==> src/rtl/btn_pkg.sv <==
// Shared state/event encodings for the front-panel button controller.
// REPEAT_BUILT mirrors the BTN_REPEAT_EN build option.
package btn_pkg;

    typedef enum logic [1:0] {
        IDLE    = 2'd0,
        PRESSED = 2'd1,
        REPEAT  = 2'd2
    } btn_state_e;

    typedef enum logic [1:0] {
        EVT_PRESS   = 2'd0,
        EVT_RELEASE = 2'd1,
        EVT_REPEAT  = 2'd2
    } evt_kind_e;

`ifdef BTN_REPEAT_EN
    localparam bit REPEAT_BUILT = 1'b1;
`else
    localparam bit REPEAT_BUILT = 1'b0;
`endif

    // Bits needed to hold the values 0..max_val.
    function automatic int cnt_width(input int max_val);
        return (max_val < 1) ? 1 : $clog2(max_val + 1);
    endfunction

endpackage

==> src/rtl/btn_channel.sv <==
// One button: synchroniser, majority window filter, press/release FSM and pending slot.
// Auto-repeat state and hold counter exist only when BTN_REPEAT_EN is defined.
module btn_channel
    import btn_pkg::*;
#(
    parameter int WINDOW       = 16,
    parameter int HOLD_TICKS   = 500,
    parameter int REPEAT_TICKS = 100
) (
    input  logic       clk,
    input  logic       rst_n,
    input  logic       btn_raw,
    input  logic       tick,
    input  logic       grant,
    output logic       level,
    output logic       slot_valid,
    output logic [1:0] slot_kind,
    output logic       drop
);

    localparam int CW = cnt_width(WINDOW);

    logic          sync1_q, sync2_q;
    logic [CW-1:0] samp_q, samp_d, ones_q, ones_d, ones_new;
    logic          level_q, level_d;
    btn_state_e    state_q, state_d;
    logic          slot_v_q, slot_v_d;
    logic [1:0]    slot_kind_q, slot_kind_d;
    logic          post;
    logic [1:0]    post_kind;

`ifdef BTN_REPEAT_EN
    localparam int HW = cnt_width((HOLD_TICKS > REPEAT_TICKS) ? HOLD_TICKS : REPEAT_TICKS);
    logic [HW-1:0] hold_q, hold_d, hold_inc;
    assign hold_inc = hold_q + 1'b1;
`endif

    assign ones_new = ones_q + CW'(sync2_q);

    always_comb begin
        samp_d  = samp_q;
        ones_d  = ones_q;
        level_d = level_q;
        if (tick) begin
            if (samp_q == CW'(WINDOW - 1)) begin
                // 2*ones >= WINDOW, so a tie resolves to pressed
                level_d = ({ones_new, 1'b0} >= (CW + 1)'(WINDOW));
                samp_d  = '0;
                ones_d  = '0;
            end else begin
                samp_d = samp_q + 1'b1;
                ones_d = ones_new;
            end
        end
    end

    always_comb begin
        state_d   = state_q;
        post      = 1'b0;
        post_kind = EVT_PRESS;
`ifdef BTN_REPEAT_EN
        hold_d    = hold_q;
`endif
        if (tick) begin
            case (state_q)
                IDLE: begin
                    if (level_d) begin
                        state_d   = PRESSED;
                        post      = 1'b1;
                        post_kind = EVT_PRESS;
`ifdef BTN_REPEAT_EN
                        hold_d    = '0;
`endif
                    end
                end
                PRESSED: begin
                    if (!level_d) begin
                        state_d   = IDLE;
                        post      = 1'b1;
                        post_kind = EVT_RELEASE;
                    end
`ifdef BTN_REPEAT_EN
                    else if (hold_inc == HW'(HOLD_TICKS)) begin
                        state_d   = REPEAT;
                        hold_d    = '0;
                        post      = 1'b1;
                        post_kind = EVT_REPEAT;
                    end else begin
                        hold_d = hold_inc;
                    end
`endif
                end
`ifdef BTN_REPEAT_EN
                REPEAT: begin
                    if (!level_d) begin
                        state_d   = IDLE;
                        post      = 1'b1;
                        post_kind = EVT_RELEASE;
                    end else if (hold_inc == HW'(REPEAT_TICKS)) begin
                        hold_d    = '0;
                        post      = 1'b1;
                        post_kind = EVT_REPEAT;
                    end else begin
                        hold_d = hold_inc;
                    end
                end
`endif
                default: state_d = IDLE;
            endcase
        end
    end

    // A slot being granted this cycle is free again, so a post lands instead of dropping.
    always_comb begin
        drop        = 1'b0;
        slot_v_d    = slot_v_q;
        slot_kind_d = slot_kind_q;
        if (grant) begin
            slot_v_d = 1'b0;
        end
        if (post) begin
            if (slot_v_q && !grant) begin
                drop = 1'b1;
            end else begin
                slot_v_d    = 1'b1;
                slot_kind_d = post_kind;
            end
        end
    end

    always_ff @(posedge clk or negedge rst_n) begin
        if (!rst_n) begin
            sync1_q     <= 1'b0;
            sync2_q     <= 1'b0;
            samp_q      <= '0;
            ones_q      <= '0;
            level_q     <= 1'b0;
            state_q     <= IDLE;
            slot_v_q    <= 1'b0;
            slot_kind_q <= EVT_PRESS;
`ifdef BTN_REPEAT_EN
            hold_q      <= '0;
`endif
        end else begin
            sync1_q     <= btn_raw;
            sync2_q     <= sync1_q;
            samp_q      <= samp_d;
            ones_q      <= ones_d;
            level_q     <= level_d;
            state_q     <= state_d;
            slot_v_q    <= slot_v_d;
            slot_kind_q <= slot_kind_d;
`ifdef BTN_REPEAT_EN
            hold_q      <= hold_d;
`endif
        end
    end

    assign level      = level_q;
    assign slot_valid = slot_v_q;
    assign slot_kind  = slot_kind_q;

endmodule

==> src/rtl/button_ctrl.sv <==
// Button controller top: sample prescaler, per-button channels, round-robin event arbiter.
// Auto-repeat events are built only when BTN_REPEAT_EN is defined.
module button_ctrl
    import btn_pkg::*;
#(
    parameter int N_BTN        = 4,
    parameter int SAMPLE_DIV   = 50000,
    parameter int WINDOW       = 16,
    parameter int HOLD_TICKS   = 500,
    parameter int REPEAT_TICKS = 100,
    localparam int ID_W        = (N_BTN > 1) ? $clog2(N_BTN) : 1
) (
    input  logic             clk,
    input  logic             rst_n,
    input  logic [N_BTN-1:0] btn_in,
    input  logic             enable,
    input  logic             evt_ready,
    input  logic             clr_drop,
    output logic [N_BTN-1:0] level,
    output logic             evt_valid,
    output logic [ID_W-1:0]  evt_id,
    output logic [1:0]       evt_kind,
    output logic             dropped
);

    localparam int PW = (SAMPLE_DIV > 1) ? $clog2(SAMPLE_DIV) : 1;

    logic [PW-1:0]   presc_q, presc_d;
    logic            tick;
    logic [N_BTN-1:0] slot_valid, grant, drop;
    logic [1:0]      slot_kind [N_BTN];
    logic            evt_valid_q, evt_valid_d;
    logic [ID_W-1:0] evt_id_q, evt_id_d;
    logic [1:0]      evt_kind_q, evt_kind_d;
    logic [ID_W-1:0] ptr_q, ptr_d;
    logic            dropped_q, dropped_d;
    logic            load, found;
    logic [ID_W-1:0] pick;
    int              idx;

    assign tick = enable && (presc_q == PW'(SAMPLE_DIV - 1));

    always_comb begin
        presc_d = presc_q + 1'b1;
        if (!enable || tick) begin
            presc_d = '0;
        end
    end

    genvar gi;
    generate
        for (gi = 0; gi < N_BTN; gi++) begin : g_ch
            btn_channel #(
                .WINDOW      (WINDOW),
                .HOLD_TICKS  (HOLD_TICKS),
                .REPEAT_TICKS(REPEAT_TICKS)
            ) u_ch (
                .clk       (clk),
                .rst_n     (rst_n),
                .btn_raw   (btn_in[gi]),
                .tick      (tick),
                .grant     (grant[gi]),
                .level     (level[gi]),
                .slot_valid(slot_valid[gi]),
                .slot_kind (slot_kind[gi]),
                .drop      (drop[gi])
            );
            assign grant[gi] = load && found && (pick == ID_W'(gi));
        end
    endgenerate

    assign load = !evt_valid_q || evt_ready;

    // Scan from the far end back to the pointer so the nearest valid slot wins.
    always_comb begin
        found = 1'b0;
        pick  = '0;
        idx   = 0;
        for (int i = N_BTN - 1; i >= 0; i--) begin
            idx = int'(ptr_q) + i;
            if (idx >= N_BTN) begin
                idx = idx - N_BTN;
            end
            if (slot_valid[idx]) begin
                found = 1'b1;
                pick  = ID_W'(idx);
            end
        end
    end

    always_comb begin
        evt_valid_d = evt_valid_q;
        evt_id_d    = evt_id_q;
        evt_kind_d  = evt_kind_q;
        ptr_d       = ptr_q;
        if (load) begin
            evt_valid_d = found;
            if (found) begin
                evt_id_d   = pick;
                evt_kind_d = slot_kind[pick];
                ptr_d      = (pick == ID_W'(N_BTN - 1)) ? '0 : pick + 1'b1;
            end
        end
        dropped_d = dropped_q;
        if (|drop) begin
            dropped_d = 1'b1;
        end else if (clr_drop) begin
            dropped_d = 1'b0;
        end
    end

    always_ff @(posedge clk or negedge rst_n) begin
        if (!rst_n) begin
            presc_q     <= '0;
            evt_valid_q <= 1'b0;
            evt_id_q    <= '0;
            evt_kind_q  <= '0;
            ptr_q       <= '0;
            dropped_q   <= 1'b0;
        end else begin
            presc_q     <= presc_d;
            evt_valid_q <= evt_valid_d;
            evt_id_q    <= evt_id_d;
            evt_kind_q  <= evt_kind_d;
            ptr_q       <= ptr_d;
            dropped_q   <= dropped_d;
        end
    end

    assign evt_valid = evt_valid_q;
    assign evt_id    = evt_id_q;
    assign evt_kind  = evt_kind_q;
    assign dropped   = dropped_q;

endmodule

==> config.mk <==
export PLATFORM = sky130hd
export DESIGN_NAME = button_ctrl
export DESIGN_NICKNAME = d
export VERILOG_FILES = /design/src/rtl/btn_pkg.sv /design/src/rtl/btn_channel.sv /design/src/rtl/button_ctrl.sv
export SDC_FILE = /design/constraint.sdc
export NUM_CORES = 1
export LEC_CHECK = 0
export BUFFER_PORTS_ARGS = -buffer_cell sky130_fd_sc_hd__clkbuf_2
export CAP_MARGIN = 20
export CORE_MARGIN = 3
export CORE_UTILIZATION = 51
export DETAILED_ROUTE_END_ITERATION = 8
export PLACE_DENSITY = 0.68
export SYNTH_ARGS = -nofsm -noshare
export SYNTH_HDL_FRONTEND = slang
export SYNTH_SLANG_ARGS = --single-unit
==> constraint.sdc <==
create_clock -name clk -period 4 [get_ports clk]
set_input_delay 0.4 -clock clk [delete_from_list [all_inputs] [get_ports clk]]
set_output_delay 0.4 -clock clk [all_outputs]
set_load 0.005 [all_outputs]
## After elaboration in Yosys (flattened, before gate mapping)

Index checks and enable logic that the tools add are counted.

| cells by class | value |
|---|---|
| $add $sub $neg | 17 |
| $lt $le $gt $ge | 13 |
| eq/ne operators | 20 |
| muxes and demuxes | 107 |
| bitwise operators | 5 |
| reductions and logical operators | 34 |

Operator list:

| operator | number |
|---|---|
| $lt 32x4->1 const B | 4 |
| $mux 32 | 4 |
| $mux 1 | 58 |
| $mux 2 | 23 |
| $mux 5 | 8 |
| $ge 6x5->1 const B | 4 |
| $add 5x1->5 | 4 |
| $add 5x1->5 const B | 4 |
| $eq 5x4->1 const B | 4 |
| $add 16x1->16 const B | 1 |
| $eq 16x16->1 const B | 1 |
| $mux 16 | 1 |
| $pmux 2 s2 | 4 |
| $ge 3x3->1 const B | 4 |
| $reduce_and 3->1 | 4 |
| $sub 3x3->4 const B | 3 |
| $eq 2x1->1 const B | 5 |
| $logic_and 1x1->1 | 10 |
| $logic_not 2->1 | 5 |
| $reduce_and 2->1 | 5 |
| $bmux 1 s2 | 4 |
| $ne 2x1->1 const B | 4 |
| $ne 2x2->1 const B | 4 |
| $pmux 1 s2 | 4 |
| other kinds (13) | 24 |

| word-level totals | value |
|---|---|
| register bits | 96 |
| bits of input ports | 9 |
| output and inout bits | 10 |
| logic and storage cells | 234 |

## Logic depth before layout (Yosys ltp)

| logic depth | value |
|---|---|
| depth after elaboration | 18 |
| depth in mapped cells | 12 |
| gate-level depth less buffers | 10 |

## By module

A second synthesis with hierarchy kept.

| second synthesis, totals | value |
|---|---|
| cells, all modules | 478 |
| area total of the unflattened synthesis | 4554.4 um2 |

Modules (own cells, without submodules):

| module | instances | cells an instance | area an instance (um2) | sequential area each (um2) |
|---|---|---|---|---|
| btn_channel | 4 | 87 | 829.5 | 400.4 |
| button_ctrl | 1 | 130 | 1236.2 | 600.6 |

## Worst setup path before layout

Ideal clock, no wire load.

| timing | value |
|---|---|
| path kind | register to register |
| start | reg presc_q[0] |
| end | reg g_ch[2].u_ch.slot_kind_q[0] |
| setup time | 128 ps |
| arrival | 2349 ps |
| data required time | 3872 ps |
| path slack | 1523 ps |
| cell stages (with the launch flop) | 12 |
| buffers on the path | 2 |
| clock period less this slack | 2477 ps |
| path through | dfrtp_1 -> ha_1 -> and3_1 -> buf_2 -> nand4_4 -> nor2_1 -> buf_2 -> nand2_1 -> mux2i_1 -> ha_1 -> nor3b_2 -> mux2_1 |

| on the way | value |
|---|---|
| cells in the longest elaborated chain, start to end | 7 |
| elaborated cells on any way between the ends | 11 |
| those cells by class | 1 x eq/ne; 8 x mux; 2 x reduce/logical |

Ends and longest elaborated chain:

| what | RTL line | text |
|---|---|---|
| start, declared | button_ctrl.sv:28 | `logic [PW-1:0] presc_q, presc_d;` |
| start signal, assigned | button_ctrl.sv:121 | `presc_q <= presc_d;` |
| $eq 16x16->1 * | button_ctrl.sv:41 | `assign tick = enable && (presc_q == PW'(SAMPLE_DIV - 1));` |
| $logic_and 1x1->1 * | button_ctrl.sv:41 |  |
| $mux 1 | btn_channel.sv:44 | `if (tick) begin` |
| $mux 1, on equally long branches | btn_channel.sv:77, btn_channel.sv:67 |  |
| $pmux 1 s2 | btn_channel.sv:65 | `case (state_q)` |
| $mux 1 | btn_channel.sv:64 | `if (tick) begin` |
| $reduce_and 2->1 (no line) | -- |  |
| end signal, assigned | btn_channel.sv:152 | `slot_kind_q <= slot_kind_d;` |
| end, declared | btn_channel.sv:28 | `logic [1:0] slot_kind_q, slot_kind_d;` |

Every way passes the cells marked *; elsewhere a longest branch is shown, timed or not.
A chain may end at the register's enable or synchronous reset.

## Final worst setup path

| timing | value |
|---|---|
| start | reg presc_q[0] |
| end | reg g_ch[0].u_ch.slot_kind_q[0] |

| on the way | value |
|---|---|
| cells in the longest elaborated chain, start to end | 7 |
| elaborated cells on any way between the ends | 11 |
| those cells by class | 1 x eq/ne; 8 x mux; 2 x reduce/logical |

Ends and longest elaborated chain:

| what | RTL line |
|---|---|
| $eq 16x16->1 * | button_ctrl.sv:41 |
| $logic_and 1x1->1 * | button_ctrl.sv:41 |
| $mux 1 | btn_channel.sv:44 |
| $mux 1, on equally long branches | btn_channel.sv:77, btn_channel.sv:67 |
| $pmux 1 s2 | btn_channel.sv:65 |
| $mux 1 | btn_channel.sv:64 |
| $reduce_and 2->1 (no line) | -- |
| end signal, assigned | btn_channel.sv:152 |
| end, declared | btn_channel.sv:28 |

Marks and branches as above.

==> results by group <==
Clock tree
  • Post-CTS Repair Setup Buffers: 0
  • Num CTS Buffers: 9
  • # hold bufs at CTS: 0
  • Clock Root Buffer: clkbuf_8
  • Clock transition at path regs: 90 ps
  • CTS tree: done
  • Max Buffers Root-to-Sink: 2
  • Clk_lat worst skew: 350 ps
  • CTS sink cnt: 87
  • CTS resizes: 0
  • H-tree levels: 3

Worst setup path
  • Worst-path cell chain: ha_1, and3_1, nand4_4, nor2_2, buf_4, nand2_1, mux2i_1, ha_1, nor3b_2, mux2_1
  • Worst path buffer plus inverter count: 1
  • Arr. time, crit path: 3110 ps
  • Crit Path Class: flop to flop
  • Most used cell, CP: ha_1
  • CP Capture Type: flop
  • Crit path required time: 4230 ps
  • Startpoint Class: flop
  • Worst-path maximum fanout: 23
  • Worst path slowest cell: dfrtp_1
  • Max incr delay on CP: 400 ps
  • Cell family with most CP delay: simple AND/OR/NAND/NOR gates

Min path
  • HP Class: primary input to async pin

Layout
  • Diodes inserted: 0
  • Final net count: 460
  • Reg area: 2180 um^2
  • Layout cells sized above 1: 12.0%
  • Multi-input logic area: 1920 um^2
  • Final core occ: 58.4%
  • Fillers: 680
  • Synth-to-Final Area Change: 8.55%

Global route
  • Vias in the first global route: 2843
  • Overflow after GRT: 0
  • Pin count of the biggest net entering global routing: 57
  • First-pass GRT wire length: 13.5 mm
  • GR Util All Layers: 17.0%
  • Initial antenna violation count: 0

Yosys
  • Sequential share of the synthesized area: 51.3%
  • Synth Instances: 415
  • Count of cell types in the netlist: 44
  • Synthesized area: 4250 um^2
  • Ys Warns: 0
  • #FFs+latches synth: 87
  • Avg Inst Size Synth: 10.2 um^2
  • Post-synth EDFFs: 0
  • Ys async rst share: 100%
  • Synth Net Count: 445
  • Synth Flop Type: dfrtp_1

Die
  • Initial Util: 53.8%
  • I/O pin count: 19
  • Die Span Y: 97.2 um
  • Total die area: 9450 um^2
  • Number of cell rows: 32
  • Placeable Area: 7890 um^2
  • Die span in x: 97.2 um

Timing
  • Setup tns final: 0 ps
  • Clock Skews: 5.65 ps
  • Fin. max-slew vios: 0
  • Setup-failing EPs final: 0
  • Final hold violation count: 0
  • Final Cycle Share: 72.0%
  • RSZ-0062 raised after global routing: no
  • Relative slew slack: 50.0%
  • Fin crit period: 2880 ps
  • Max Freq: 0.347 GHz
  • Slew @ Worst Pin: 743 ps

Routing
  • Drc violations: 0
  • Post-route ant nets: 0
  • Wire per inst: 13.9 um
  • Vias per cell: 5.47
  • Iteration-0 DRC Markers: 121
  • Final wirelength: 7.49 mm
  • Via count: 2939
  • DRT Pass-1 Iters: 4

Job
  • Max Cap Viol: 0

Run status
  • Outcome: complete, no violations

Placed design
  • IO buf count: 17
  • HPWL Detailed: 5.29 mm
  • GPL Wtd Cong: 0.791

Pwr
  • PD cells: 345 nW/um^2
  • Worst VDD drop: 0.000206 V
  • Pleak: 2.18 nW
## logic make-up after synthesis
| kind of cell | Yosys count | synth area share, % |
|---|---|---|
| buf+inv | 28 | 3.45 |
| xor+xnor | 26 | 5.36 |
| compound gates | 73 | 10.1 |
| mux | 15 | 3.80 |
| other cells | 1 | 0.0883 |
| flops | 87 | 51.3 |
| fa+ha+maj | 21 | 6.19 |
| simple gates | 164 | 19.7 |
## cells in the final DEF (no fill, tap or decap), types with 2 or more instances in the layout
| cell type | Yosys | layout |
|---|---|---|
| mux2i_1 | 6 | 6 |
| ha_1 | 21 | 21 |
| dfrtp_1 | 87 | 87 |
| nor3_1 | 5 | 5 |
| nor3b_1 | 3 | 3 |
| nor2b_1 | 2 | 2 |
| o21ai_0 | 43 | 43 |
| nor4_1 | 2 | 2 |
| nand2b_1 | 2 | 2 |
| and3_1 | 8 | 8 |
| nand4b_1 | 3 | 3 |
| a22o_1 | 3 | 3 |
| o22ai_1 | 3 | 3 |
| nand4_1 | 7 | 7 |
| clkbuf_2 | 0 | 16 |
| bufinv_16 | 0 | 2 |
| nand2_1 | 57 | 57 |
| o41ai_1 | 3 | 3 |
| nor2_1 | 34 | 33 |
| mux2_1 | 3 | 3 |
| nand3_1 | 29 | 29 |
| buf_4 | 5 | 5 |
| a21oi_1 | 4 | 4 |
| inv_1 | 11 | 11 |
| mux2_2 | 6 | 6 |
| nor3b_2 | 3 | 3 |
| clkinvlp_4 | 0 | 3 |
| xnor2_1 | 14 | 14 |
| xor2_1 | 12 | 12 |
| clkbuf_8 | 0 | 9 |
| o21a_1 | 6 | 6 |
| a31oi_1 | 8 | 8 |
## sequential cells by signal (all words and copies together) (netlist names)
name,cells
evt_kind,1
g_ch.u_ch.state_q,4
g_ch.u_ch.samp_q,20
g_ch.u_ch.ones_q,20
g_ch.u_ch.sync2_q,4
presc_q,16
ptr_q,2
dropped,1
g_ch.u_ch.sync1_q,4
evt_valid,1
g_ch.u_ch.level,4
g_ch.u_ch.slot_valid,4
g_ch.u_ch.slot_kind,4
evt_id,2
## metal layers
layer / part of all wire [%] / global-route usage (%)
met1: 49 / 25.0
met2: 47 / 25.8
met3: 2.6 / 2.66
met4: 1.3 / 5.86
met5: 0 / 0
## through the flow
step                setup slack (ps)  instances  hold slack, ps  power [mW]  area [um^2]
floorplan                       1520        415             104       0.913         4250
global placement                1200        521             333       0.937         4390
detailed placement              1110        521             338       0.938         4390
CTS                             1100        537             122        1.61         4610
global route                     900        537             131        1.66         4610
finish                          1120        537            92.3        1.59         4610
## final timing paths
kind                                      start                        end  slack (ps)  cells past startpoint
max in group asynchronous                 rst_n     g_ch[1].u_ch.ones_q[4]        3040                      2
hold reg to reg            g_ch[3].u_ch.sync1_q       g_ch[3].u_ch.sync2_q         350                      0
setup reg to reg                     presc_q[0]  g_ch[0].u_ch.slot_kind[0]        1120                     10
hold / removal                            rst_n                  evt_id[0]          90                      1
min in group clk                      btn_in[0]       g_ch[0].u_ch.sync1_q         150                      1
setup / recovery                     presc_q[0]  g_ch[0].u_ch.slot_kind[0]        1120                     10
## cells in the mapped netlist (2+ instances only)
cell	instances	area, um^2
xor2_1	12	105
buf_6	2	22.5
nand2_1	57	214
inv_1	11	41.3
nand2b_1	2	12.5
buf_4	5	37.5
mux2_2	6	67.6
buf_2	6	30.0
and3_1	8	50.1
nor3b_1	3	22.5
nor3_1	5	25.0
nor3b_2	3	37.5
o21ai_0	43	215
o22ai_1	3	18.8
mux2i_1	6	60.1
a21oi_1	4	20.0
mux2_1	3	33.8
xnor2_1	14	123
dfrtp_1	87	2180
o21a_1	6	45.0
nand4b_1	3	26.3
ha_1	21	263
nor4_1	2	12.5
o41ai_1	3	26.3
nor2b_1	2	12.5
a22o_1	3	26.3
nand4_1	7	43.8
a31oi_1	8	50.1
nand3_1	29	145
clkbuf_1	4	15.0
nor2_1	34	128
## area by class of cell
cell class / count / share of cell area [%]
clock buffers: 9 / 2.69
well taps: 102 / 2.77
repair buffers: 21 / 2.55
inverters: 11 / 0.896
flip-flops and latches: 87 / 47.2
clock inverters: 7 / 2.09
multi-input cells: 300 / 41.8
## worst reg2reg max path, stage by stage, from the launching register on
cell	delay, ps
dfrtp_1	400
ha_1	200
and3_1	310
nand4_4	210
nor2_2	200
buf_4	290
nand2_1	140
mux2i_1	160
ha_1	340
nor3b_2	200
mux2_1	340
## power breakdown
part	total (mW)	switching (mW)	internal [mW]
logic	0.0295	0.0230	0.00652
clock network	0.671	0.318	0.353
registers	0.889	0.00364	0.885
Note: power is estimated with default switching activity, not from simulation.
